`src/rtl/reset_seq_pkg.sv`:
```
// Shared types for the reset sequencer: FSM encoding, reset cause codes and
// the width of the reset event counter.
package reset_seq_pkg;

  typedef enum logic [1:0] {
    ST_POR_HOLD = 2'd0,
    ST_ASSERT   = 2'd1,
    ST_RELEASE  = 2'd2,
    ST_RUN      = 2'd3
  } seq_state_t;

  typedef enum logic [1:0] {
    CAUSE_POR    = 2'd0,
    CAUSE_BUTTON = 2'd1,
    CAUSE_SOFT   = 2'd2,
    CAUSE_WDT    = 2'd3
  } reset_cause_t;

  localparam int COUNT_W = 8;

  function automatic logic [COUNT_W-1:0] sat_inc(input logic [COUNT_W-1:0] value);
    return (value == {COUNT_W{1'b1}}) ? value : value + 1'b1;
  endfunction

endpackage

```
`src/rtl/reset_debouncer.sv`:
```
// Push-button front end: synchroniser, stability counter and a one-cycle
// pulse on each rising edge of the debounced level.
module reset_debouncer #(
  parameter int SYNC_STAGES     = 2,
  parameter int DEBOUNCE_CYCLES = 250000
) (
  input  logic clk,
  input  logic reset,
  input  logic button_i,
  output logic rise_o
);

  localparam int               CNT_W    = $clog2(DEBOUNCE_CYCLES + 1);
  localparam logic [CNT_W-1:0] CNT_LAST = CNT_W'(DEBOUNCE_CYCLES - 1);

  logic [SYNC_STAGES-1:0] sync_reg;
  logic [CNT_W-1:0]       cnt_reg;
  logic                   level_reg;
  logic                   rise_reg;
  logic                   sync_bit;
  logic                   differ;
  logic                   accept;

  assign sync_bit = sync_reg[SYNC_STAGES-1];
  assign differ   = (sync_bit != level_reg);
  // The level only moves on the last of an unbroken run of differing samples.
  assign accept   = differ && (cnt_reg == CNT_LAST);

  always_ff @(posedge clk or negedge reset) begin
    if (!reset) begin
      sync_reg <= '0;
    end else begin
      sync_reg[0] <= button_i;
      for (int i = 1; i < SYNC_STAGES; i++) begin
        sync_reg[i] <= sync_reg[i-1];
      end
    end
  end

  always_ff @(posedge clk or negedge reset) begin
    if (!reset) begin
      cnt_reg   <= '0;
      level_reg <= 1'b0;
      rise_reg  <= 1'b0;
    end else begin
      rise_reg <= accept && sync_bit;
      if (accept) begin
        level_reg <= sync_bit;
        cnt_reg   <= '0;
      end else if (differ) begin
        cnt_reg <= cnt_reg + 1'b1;
      end else begin
        cnt_reg <= '0;
      end
    end
  end

  assign rise_o = rise_reg;

endmodule

```
`src/rtl/reset_sequencer.sv`:
```
// Staggered multi-channel reset generator with button, software and watchdog
// re-entry, last-cause reporting and a saturating reset event counter.
module reset_sequencer
  import reset_seq_pkg::*;
#(
  parameter int NUM_CHANNELS    = 4,
  parameter int POR_CYCLES      = 20,
  parameter int HOLD_CYCLES     = 16,
  parameter int STAGGER_CYCLES  = 8,
  parameter int DEBOUNCE_CYCLES = 250000,
  parameter int WDT_TIMEOUT     = 2 ** 24,
  parameter int SYNC_STAGES     = 2
) (
  input  logic                    clk,
  input  logic                    reset,
  input  logic                    button_i,
  input  logic                    soft_reset_req_i,
  input  logic                    wdt_enable_i,
  input  logic                    wdt_kick_i,
  output logic [NUM_CHANNELS-1:0] reset_o,
  output logic                    ready_o,
  output logic [1:0]              reset_cause_o,
  output logic [COUNT_W-1:0]      reset_count_o
);

  localparam int HOLD_MAX = (POR_CYCLES > HOLD_CYCLES) ? POR_CYCLES : HOLD_CYCLES;
  localparam int HOLD_W   = $clog2(HOLD_MAX + 1);
  localparam int STG_END  = (NUM_CHANNELS - 1) * STAGGER_CYCLES + 1;
  localparam int STG_W    = $clog2(STG_END + 1);
  localparam int WDT_W    = $clog2(WDT_TIMEOUT);

  localparam logic [HOLD_W-1:0] POR_LAST  = HOLD_W'(POR_CYCLES - 1);
  localparam logic [HOLD_W-1:0] HOLD_LAST = HOLD_W'(HOLD_CYCLES - 1);
  localparam logic [STG_W-1:0]  STG_LAST  = STG_W'(STG_END);
  localparam logic [WDT_W-1:0]  WDT_LAST  = WDT_W'(WDT_TIMEOUT - 1);

  seq_state_t                state_reg, state_next;
  logic [HOLD_W-1:0]         hold_cnt_reg, hold_cnt_next;
  logic [STG_W-1:0]          stg_cnt_reg, stg_cnt_next;
  logic [WDT_W-1:0]          wdt_cnt_reg, wdt_cnt_next;
  reset_cause_t              cause_reg, cause_next;
  logic [COUNT_W-1:0]        count_reg, count_next;
  logic [NUM_CHANNELS-1:0]   chan_reg, chan_next;
  logic                      ready_reg, ready_next;

  logic                      button_rise;
  logic                      wdt_fire;
  logic                      trig_window;
  logic                      trig_any;
  reset_cause_t              trig_cause;
  logic                      hold_all_next;
  logic                      releasing_next;

  reset_debouncer #(
    .SYNC_STAGES     (SYNC_STAGES),
    .DEBOUNCE_CYCLES (DEBOUNCE_CYCLES)
  ) u_debounce (
    .clk      (clk),
    .reset    (reset),
    .button_i (button_i),
    .rise_o   (button_rise)
  );

  assign wdt_fire    = (state_reg == ST_RUN) && wdt_enable_i && !wdt_kick_i &&
                       (wdt_cnt_reg == WDT_LAST);
  assign trig_window = (state_reg == ST_RELEASE) || (state_reg == ST_RUN);
  assign trig_any    = trig_window && (button_rise || wdt_fire || soft_reset_req_i);

  always_comb begin
    trig_cause = CAUSE_SOFT;
    if (button_rise) begin
      trig_cause = CAUSE_BUTTON;
    end else if (wdt_fire) begin
      trig_cause = CAUSE_WDT;
    end
  end

  // State register
  always_ff @(posedge clk or negedge reset) begin
    if (!reset) begin
      state_reg <= ST_POR_HOLD;
    end else begin
      state_reg <= state_next;
    end
  end

  // Next-state and sequencing counters
  always_comb begin
    state_next    = state_reg;
    hold_cnt_next = hold_cnt_reg;
    stg_cnt_next  = stg_cnt_reg;
    case (state_reg)
      ST_POR_HOLD: begin
        if (hold_cnt_reg == POR_LAST) begin
          state_next    = ST_RELEASE;
          hold_cnt_next = '0;
          stg_cnt_next  = '0;
        end else begin
          hold_cnt_next = hold_cnt_reg + 1'b1;
        end
      end
      ST_ASSERT: begin
        if (hold_cnt_reg == HOLD_LAST) begin
          state_next    = ST_RELEASE;
          hold_cnt_next = '0;
          stg_cnt_next  = '0;
        end else begin
          hold_cnt_next = hold_cnt_reg + 1'b1;
        end
      end
      ST_RELEASE: begin
        if (trig_any) begin
          state_next    = ST_ASSERT;
          hold_cnt_next = '0;
        end else if (stg_cnt_reg == STG_LAST) begin
          state_next = ST_RUN;
        end else begin
          stg_cnt_next = stg_cnt_reg + 1'b1;
        end
      end
      ST_RUN: begin
        if (trig_any) begin
          state_next    = ST_ASSERT;
          hold_cnt_next = '0;
        end
      end
      default: begin
        state_next    = ST_POR_HOLD;
        hold_cnt_next = '0;
        stg_cnt_next  = '0;
      end
    endcase
  end

  // The watchdog only accumulates while the system is running with it enabled.
  always_comb begin
    wdt_cnt_next = '0;
    if ((state_reg == ST_RUN) && wdt_enable_i && !trig_any) begin
      wdt_cnt_next = wdt_kick_i ? '0 : wdt_cnt_reg + 1'b1;
    end
  end

  // Output decode, computed from the next state so every output is a flop.
  always_comb begin
    ready_next = (state_next == ST_RUN);
    cause_next = cause_reg;
    count_next = count_reg;
    if (trig_any) begin
      cause_next = trig_cause;
      count_next = sat_inc(count_reg);
    end
  end

  assign hold_all_next  = (state_next == ST_POR_HOLD) || (state_next == ST_ASSERT);
  assign releasing_next = (state_next == ST_RELEASE);

  // Channel i stays asserted until the shared stagger count passes i*STAGGER_CYCLES.
  for (genvar gi = 0; gi < NUM_CHANNELS; gi++) begin : g_chan
    localparam logic [STG_W-1:0] REL_AT = STG_W'(gi * STAGGER_CYCLES);
    assign chan_next[gi] = hold_all_next || (releasing_next && (stg_cnt_next <= REL_AT));
  end

  always_ff @(posedge clk or negedge reset) begin
    if (!reset) begin
      hold_cnt_reg <= '0;
      stg_cnt_reg  <= '0;
      wdt_cnt_reg  <= '0;
      cause_reg    <= CAUSE_POR;
      count_reg    <= '0;
      chan_reg     <= '1;
      ready_reg    <= 1'b0;
    end else begin
      hold_cnt_reg <= hold_cnt_next;
      stg_cnt_reg  <= stg_cnt_next;
      wdt_cnt_reg  <= wdt_cnt_next;
      cause_reg    <= cause_next;
      count_reg    <= count_next;
      chan_reg     <= chan_next;
      ready_reg    <= ready_next;
    end
  end

  assign reset_o       = chan_reg;
  assign ready_o       = ready_reg;
  assign reset_cause_o = cause_reg;
  assign reset_count_o = count_reg;

endmodule

```
`config.mk`:
```
export PLATFORM = sky130hd
export DESIGN_NAME = reset_sequencer
export DESIGN_NICKNAME = d
export VERILOG_FILES = /design/src/rtl/reset_seq_pkg.sv /design/src/rtl/reset_debouncer.sv /design/src/rtl/reset_sequencer.sv
export SDC_FILE = /design/constraint.sdc
export NUM_CORES = 1
export LEC_CHECK = 0
export ABC_AREA = 1
export CORE_ASPECT_RATIO = 0.8
export CORE_MARGIN = 2
export CORE_UTILIZATION = 55
export DETAILED_ROUTE_END_ITERATION = 10
export GPL_TIMING_DRIVEN = 0
export PLACE_DENSITY = 0.8
export SLEW_MARGIN = 25
export SYNTH_ARGS = -nofsm -noshare
export SYNTH_HDL_FRONTEND = slang
export SYNTH_SLANG_ARGS = --single-unit
export TNS_END_PERCENT = 100
```
`constraint.sdc`:
```
create_clock -name clk -period 5.7 [get_ports clk]
set_input_delay 1.14 -clock clk [delete_from_list [all_inputs] [get_ports clk]]
set_output_delay 1.14 -clock clk [all_outputs]
set_load 0.005 [all_outputs]
```
==> results of run 1 <==
-- area by class of cell --
type	instances	area, µm²
buffer	2	8.76
fill	521	2220
clock buffer	14	173
timing repair buffer	21	225
multi-input combinational	295	1590
inverter	49	189
clock inverter	2	35.0
sequential	73	1830
tap	84	105
-- worst max path at each step --
stage,end,startpoint,depth (start not counted),slack [ps]
6_report,reset_count_o[6]$_DFFE_PN0P_,wdt_enable_i,13,2940
3_5_place_dp,reset_count_o[6]$_DFFE_PN0P_,wdt_enable_i,13,2560
4_1_cts,reset_count_o[6]$_DFFE_PN0P_,wdt_enable_i,13,2940
2_1_floorplan,reset_count_o[6]$_DFFE_PN0P_,wdt_enable_i,12,3340
3_3_place_gp,reset_count_o[4]$_DFFE_PN0P_,reset,1,1100
5_1_grt,reset_count_o[6]$_DFFE_PN0P_,wdt_enable_i,13,2790
-- per-stage QoR --
step	hold slack, ps	cell area [µm²]
CTS	378	4150
floorplan	331	3620
finish	379	4150
global placement	354	3920
detailed placement	362	3950
global route	384	4150
-- power by group through the flow --
stage / clock network [W] / registers, W / logic (W)
finish: 0.000419 / 0.000671 / 0.000369
global route: 0.000449 / 0.000680 / 0.000418
CTS: 0.000428 / 0.000670 / 0.000370
floorplan: 0 / 0.000670 / 0.000226
global placement: 0 / 0.000675 / 0.000345
detailed placement: 0 / 0.000680 / 0.000366
-- cells by family after synthesis --
kind of cell,synth area share
and+or+nand+nor,0.283
DFF,0.507
buffers and inverters,0.0547
AOI/OAI and AO/OA,0.0644
xor gates and xnor gates,0.0606
adders and majority gates,0.0277
muxes,0.00311
-- routing by layer --
| layer | part of all wire | wire length, µm | up-vias |
|---|---|---|---|
| met4 | 0.015 | 101 | 0 |
| met1 | 0.47 | 3230 | 1338 |
| met3 | 0.053 | 368 | 10 |
| met2 | 0.47 | 3240 | 69 |
| met5 | 0 | 0 | - |
| li1 | - | - | 1414 |
-- critical path, cell delays in order --
cell and delay, ps:
clkdlybuf4s50_1 450, inv_1 50, nor2_2 130, nand2_2 80, nor2_4 130, nand2_2 100, nand3_4 120, nand2_4 130
inv_6 120, nand2_8 70, nor2_1 200, nand3_1 130, xnor2_1 140
-- Yosys cell counts (all sizes together) --
library cell / count / share of area
o21ai: 16 / 0.023
ha: 8 / 0.028
xnor2: 10 / 0.024
nand4: 7 / 0.012
clkinv: 1 / 0.0010
a21oi: 18 / 0.025
mux2: 1 / 0.0031
dfrtp: 69 / 0.48
inv: 48 / 0.051
dfstp: 4 / 0.029
and3: 3 / 0.0052
nor2: 75 / 0.089
clkbuf: 1 / 0.0010
nor3b: 6 / 0.012
nor4: 2 / 0.0035
a31oi: 4 / 0.0069
o221ai: 1 / 0.0024
a32o: 1 / 0.0028
or2: 1 / 0.0017
nor3: 18 / 0.025
nand3: 25 / 0.042
buf: 1 / 0.0014
o21a: 2 / 0.0042
nand2: 82 / 0.093
xor2: 15 / 0.036
==> results.cfg, run 1 <==
[power]
seq_power_share = 0.460
p_sw_frac = 0.313
power_per_cell_area_mw_per_mm2 = 351
power_w = 0.00146
p_leak_nw = 1.82
clockPowerShare = 0.287
ir_worst_vdd_mv = 0.224
intPower_w = 0.00100
p_sw_w = 0.000456
p_comb_frac = 0.253

[grt]
grt_pass1_wl_um = 12000
antenna_found_initial = 0
grt_usage = 0.212
grt_use_met2 = 0.340
grt_pass1_vias = 2809
globalRouteOverflowTotal = 0
grt_max_degree = 51
grt-busiest-layer = met2
grt_use_met1 = 0.265
grtUsageMet3 = 0.0742

[clock_network]
clk_pin_slew_ps = 70
clkSinkCount = 73
post_cts_resized = 0
postCtsSetupBuffers = 0
clock_latency_ps = 350
ctsRootBufferMaster = clkbuf_8
cts_hold_buffers = 0
cts_buffer_depth = 2
numCtsBuffers = 9
cts_tree = done
h-tree-depth = 3

[drt]
drt_iter0_drc = 148
ant_nets = 0
vias_per_cell = 5.24
dr.pass1.iters = 5
drt_wl_total_um = 6940
dr_total_vias = 2831
drc_errors = 0
wire_per_inst_um = 12.9

[timing]
slew-limit-headroom = 0.545
finalSetupViolCount = 0
drv_slew = 0
skew_ps = 11.9
tns_ps = 0
hold_viol_final = 0
clock.fmax_mhz = 362
period_minus_slack_ps = 2760
rsz0062_at_grt = false
final.setup.worst_slack_ps = 2940
worstMarginPinSlew_ps = 677
post-route-period-util = 0.484

[cells_and_area]
fin_util = 0.651
n_antenna_cell = 0
instances_no_fill = 540
layout-drive-gt1-share = 0.0833
syn2layout_area_growth_pct = 14.9
nNetsFinal = 465
final_cell_mix = 78 x nand2_1, 69 x nor2_1, 69 x dfrtp_1
mostFrequentLayoutCell = nand2_1
largest_reg_flops = 24

[floorplan]
top_level_ports = 21
core_area_mm2 = 0.00638
dieWidth_um = 94.7
die-area_mm2 = 0.00724
fp.dieH_um = 76.5
initial_core_util = 0.567
rows = 26

[logic_synthesis]
ys.warnings.count = 0
netlist_area_mm2 = 0.00362
synth_cells = 419
yosysSeqAreaShare = 0.507
synth_area_per_cell_um2 = 8.63
yosys.cell_types.count = 35
syn_nets = 433
synth_seq_cells = 73

[placed_design]
dp_hpwl_um = 5010
place_ws_ps = 2560
dp.cells = 524
io_buffers = 20
gp_congestion = 0.866

[min_path]
hold_path.class = flip-flop to flip-flop
min_from = u_debounce.sync_reg[0]$_DFF_PN0_
hold_depth = 0
whs_endpoint = u_debounce.sync_reg[1]$_DFF_PN0_

[critical_path]
crit_type = input port to flip-flop
worstPathMaxFanout = 10
r2r-end = reset_count_o[6]$_DFFE_PN0P_
rrSetupSlack_ps = 3430
r2r-start = wdt_cnt_reg[0]$_DFF_PN0_
worstPathRequired_ps = 5930
worstPathArrival_ps = 2990
endpoint_kind = flip-flop
reg2reg_depth = 13
startpoint_type = input port

[outcome]
outcome = finished clean

[run]
drv_cap = 0
Power figures use the tool's default switching activity.
==> run 2, diff against run 1 <==
==> constraint.sdc (replaced) <==
create_clock -name clk -period 2.84 [get_ports clk]
set_input_delay 0.568 -clock clk [delete_from_list [all_inputs] [get_ports clk]]
set_output_delay 0.568 -clock clk [all_outputs]
set_load 0.005 [all_outputs]
==> results of run 2 <==
Same layout as run 1 (identical final DEF). Status: finished clean.
Among the figures that moved: setup slack after placement 2560 ps -> 273 ps; clock-pin slew on the worst setup and hold paths 70 ps -> 80 ps; setup slack after layout 2940 ps -> 567 ps; hold slack 379 ps -> 106 ps; start point of the critical path wdt_enable_i -> wdt_cnt_reg[0]$_DFF_PN0_; register-to-register setup slack 3430 ps -> 570 ps; total power 0.00146 W -> 0.00293 W; worst IR drop on VDD 0.224 mV -> 0.449 mV
==> run 3, diff against run 2 <==
==> constraint.sdc (replaced) <==
create_clock -name clk -period 2.3 [get_ports clk]
set_input_delay 0.46 -clock clk [delete_from_list [all_inputs] [get_ports clk]]
set_output_delay 0.46 -clock clk [all_outputs]
set_load 0.005 [all_outputs]
==> results.cfg, run 3 (synthesized netlist as in run 1, its figures left out) <==
[floorplan]
rows = 26
fp.dieH_um = 76.5
core_area_mm2 = 0.00638
initial_core_util = 0.567
top_level_ports = 21
die-area_mm2 = 0.00724
dieWidth_um = 94.7

[power]
p_sw_frac = 0.314
seq_power_share = 0.459
intPower_w = 0.00249
p_sw_w = 0.00114
clockPowerShare = 0.287
power_w = 0.00363
power_per_cell_area_mw_per_mm2 = 871
ir_worst_vdd_mv = 0.556
p_leak_nw = 1.82
p_comb_frac = 0.254

[timing]
timing.hold.ws_ps = -1.52
hold_viol_final = 1
drv_slew = 0
rsz0062_at_grt = true
worstMarginPinSlew_ps = 677
skew_ps = 12.4
post-route-period-util = 0.927
finalSetupViolCount = 0
clock.fmax_mhz = 469
slew-limit-headroom = 0.545
period_minus_slack_ps = 2130

[critical_path]
endpoint_kind = flip-flop
reg2reg_depth = 15
worstPathRequired_ps = 2590
critPathLaunch = wdt_cnt_reg[0]$_DFF_PN0_
worstPathMaxFanout = 10
cpMostUsedCell = nand2_1
path_cells = ha_1 > nand2_1 > nor2_4 > nand2_2 > nor2_4 > nand2_2 > nand3_4 > nand2_4 > inv_6 > nand2_1 > nand3_1 > nand2_1 > nor2_1 > nand3_1 > nand2_1
slowest_delay_ps = 370
worstPathArrival_ps = 2420
worst_path_max_delay_cell = dfrtp_1
startpoint_type = flip-flop
critPathCapture = reset_o[0]$_DFF_PN1_
r2r-start = wdt_cnt_reg[0]$_DFF_PN0_
r2r-end = reset_o[0]$_DFF_PN1_
crit_type = flip-flop to flip-flop
rrSetupSlack_ps = 170

[drt]
vias_per_cell = 5.24
wire_per_inst_um = 12.9
drt_iter0_drc = 176
ant_nets = 0
dr_total_vias = 2828
dr.pass1.iters = 4
drt_wl_total_um = 6980
drc_errors = 0

[outcome]
violations = negative hold slack
outcome = finished with violations

[clock_network]
cts_hold_buffers = 0
numCtsBuffers = 9
clkSinkCount = 73
post_cts_resized = 1
h-tree-depth = 3
clk_pin_slew_ps = 80
postCtsSetupBuffers = 0
cts_tree = done
clock_latency_ps = 350
ctsRootBufferMaster = clkbuf_8
cts_buffer_depth = 2

[cells_and_area]
mostFrequentLayoutCell = nand2_1
nNetsFinal = 465
layout-drive-gt1-share = 0.0943
final_cell_mix = 77 x nand2_1, 69 x dfrtp_1, 66 x nor2_1
largest_reg_flops = 24
instances_no_fill = 540
n_antenna_cell = 0
syn2layout_area_growth_pct = 15.3

[placed_design]
io_buffers = 20
gp_congestion = 0.866
dp_hpwl_um = 5010
dp.cells = 524

[grt]
antenna_found_initial = 0
grt_use_met2 = 0.340
grt_usage = 0.212
grt_pass1_wl_um = 12000
grt-busiest-layer = met2
grtUsageMet3 = 0.0742
grt_use_met1 = 0.265
globalRouteOverflowTotal = 0
grt_max_degree = 51
grt_pass1_vias = 2809

[run]
drv_cap = 0

[min_path]
hold_path.class = input port to async pin
==> run 3: worst min path at each step <==
stage / start / endpoint / slack (ps) / cells after the start
floorplan: reset / hold_cnt_reg[0]$_DFFE_PN0P_ / 160 / 0
global route: reset / wdt_cnt_reg[12]$_DFF_PN0_ / 10 / 1
detailed placement: u_debounce.sync_reg[0]$_DFF_PN0_ / u_debounce.sync_reg[1]$_DFF_PN0_ / 360 / 0
finish: reset / wdt_cnt_reg[12]$_DFF_PN0_ / -2 / 1
CTS: reset / wdt_cnt_reg[12]$_DFF_PN0_ / 8 / 1
global placement: u_debounce.sync_reg[0]$_DFF_PN0_ / u_debounce.sync_reg[1]$_DFF_PN0_ / 350 / 0
==> run 3: cell type report <==
cell class / count / area (µm²)
clock buffer: 14 / 173
sequential: 73 / 1830
fill: 524 / 2210
tap: 84 / 105
buffer: 2 / 10.0
clock inverter: 2 / 35.0
inverter: 49 / 189
timing repair buffer: 21 / 225
multi-input combinational: 295 / 1600
==> run 3: through the flow <==
step	hold slack (ps)	instance area (µm²)	worst slack, ps	setup TNS [ps]	utilization
after floorplan	164	3620	391	0	-
after global placement	354	3920	-1620	-115230	0.615
after detailed placement	362	3950	-159	-1430	0.619
after CTS	7.90	4160	36.9	0	0.652
after global routing	9.79	4170	-23.7	-23.7	0.654
final	-1.52	4170	167	0	0.654
==> run 3: critical path, delay by kind of cell (launching register included) <==
family | cells | cell delay (ps)
simple gates | 13 | 1420
fa+ha+maj | 1 | 170
buf+inv | 1 | 120
flops | 1 | 370
==> run 3: power by group through the flow <==
| stage | clock network, W | logic, W | registers [W] |
|---|---|---|---|
| after floorplan | 0 | 0.000560 | 0.00166 |
| after global placement | 0 | 0.000854 | 0.00167 |
| after detailed placement | 0 | 0.000907 | 0.00169 |
| after CTS | 0.00106 | 0.000917 | 0.00166 |
| after global routing | 0.00111 | 0.00105 | 0.00168 |
| final | 0.00104 | 0.000923 | 0.00167 |
==> run 3: metal layers <==
layer | vias up | routed length [µm]
li1 | 1415 | -
met1 | 1339 | 3240
met2 | 62 | 3280
met3 | 12 | 348
met4 | 0 | 105
met5 | - | 0
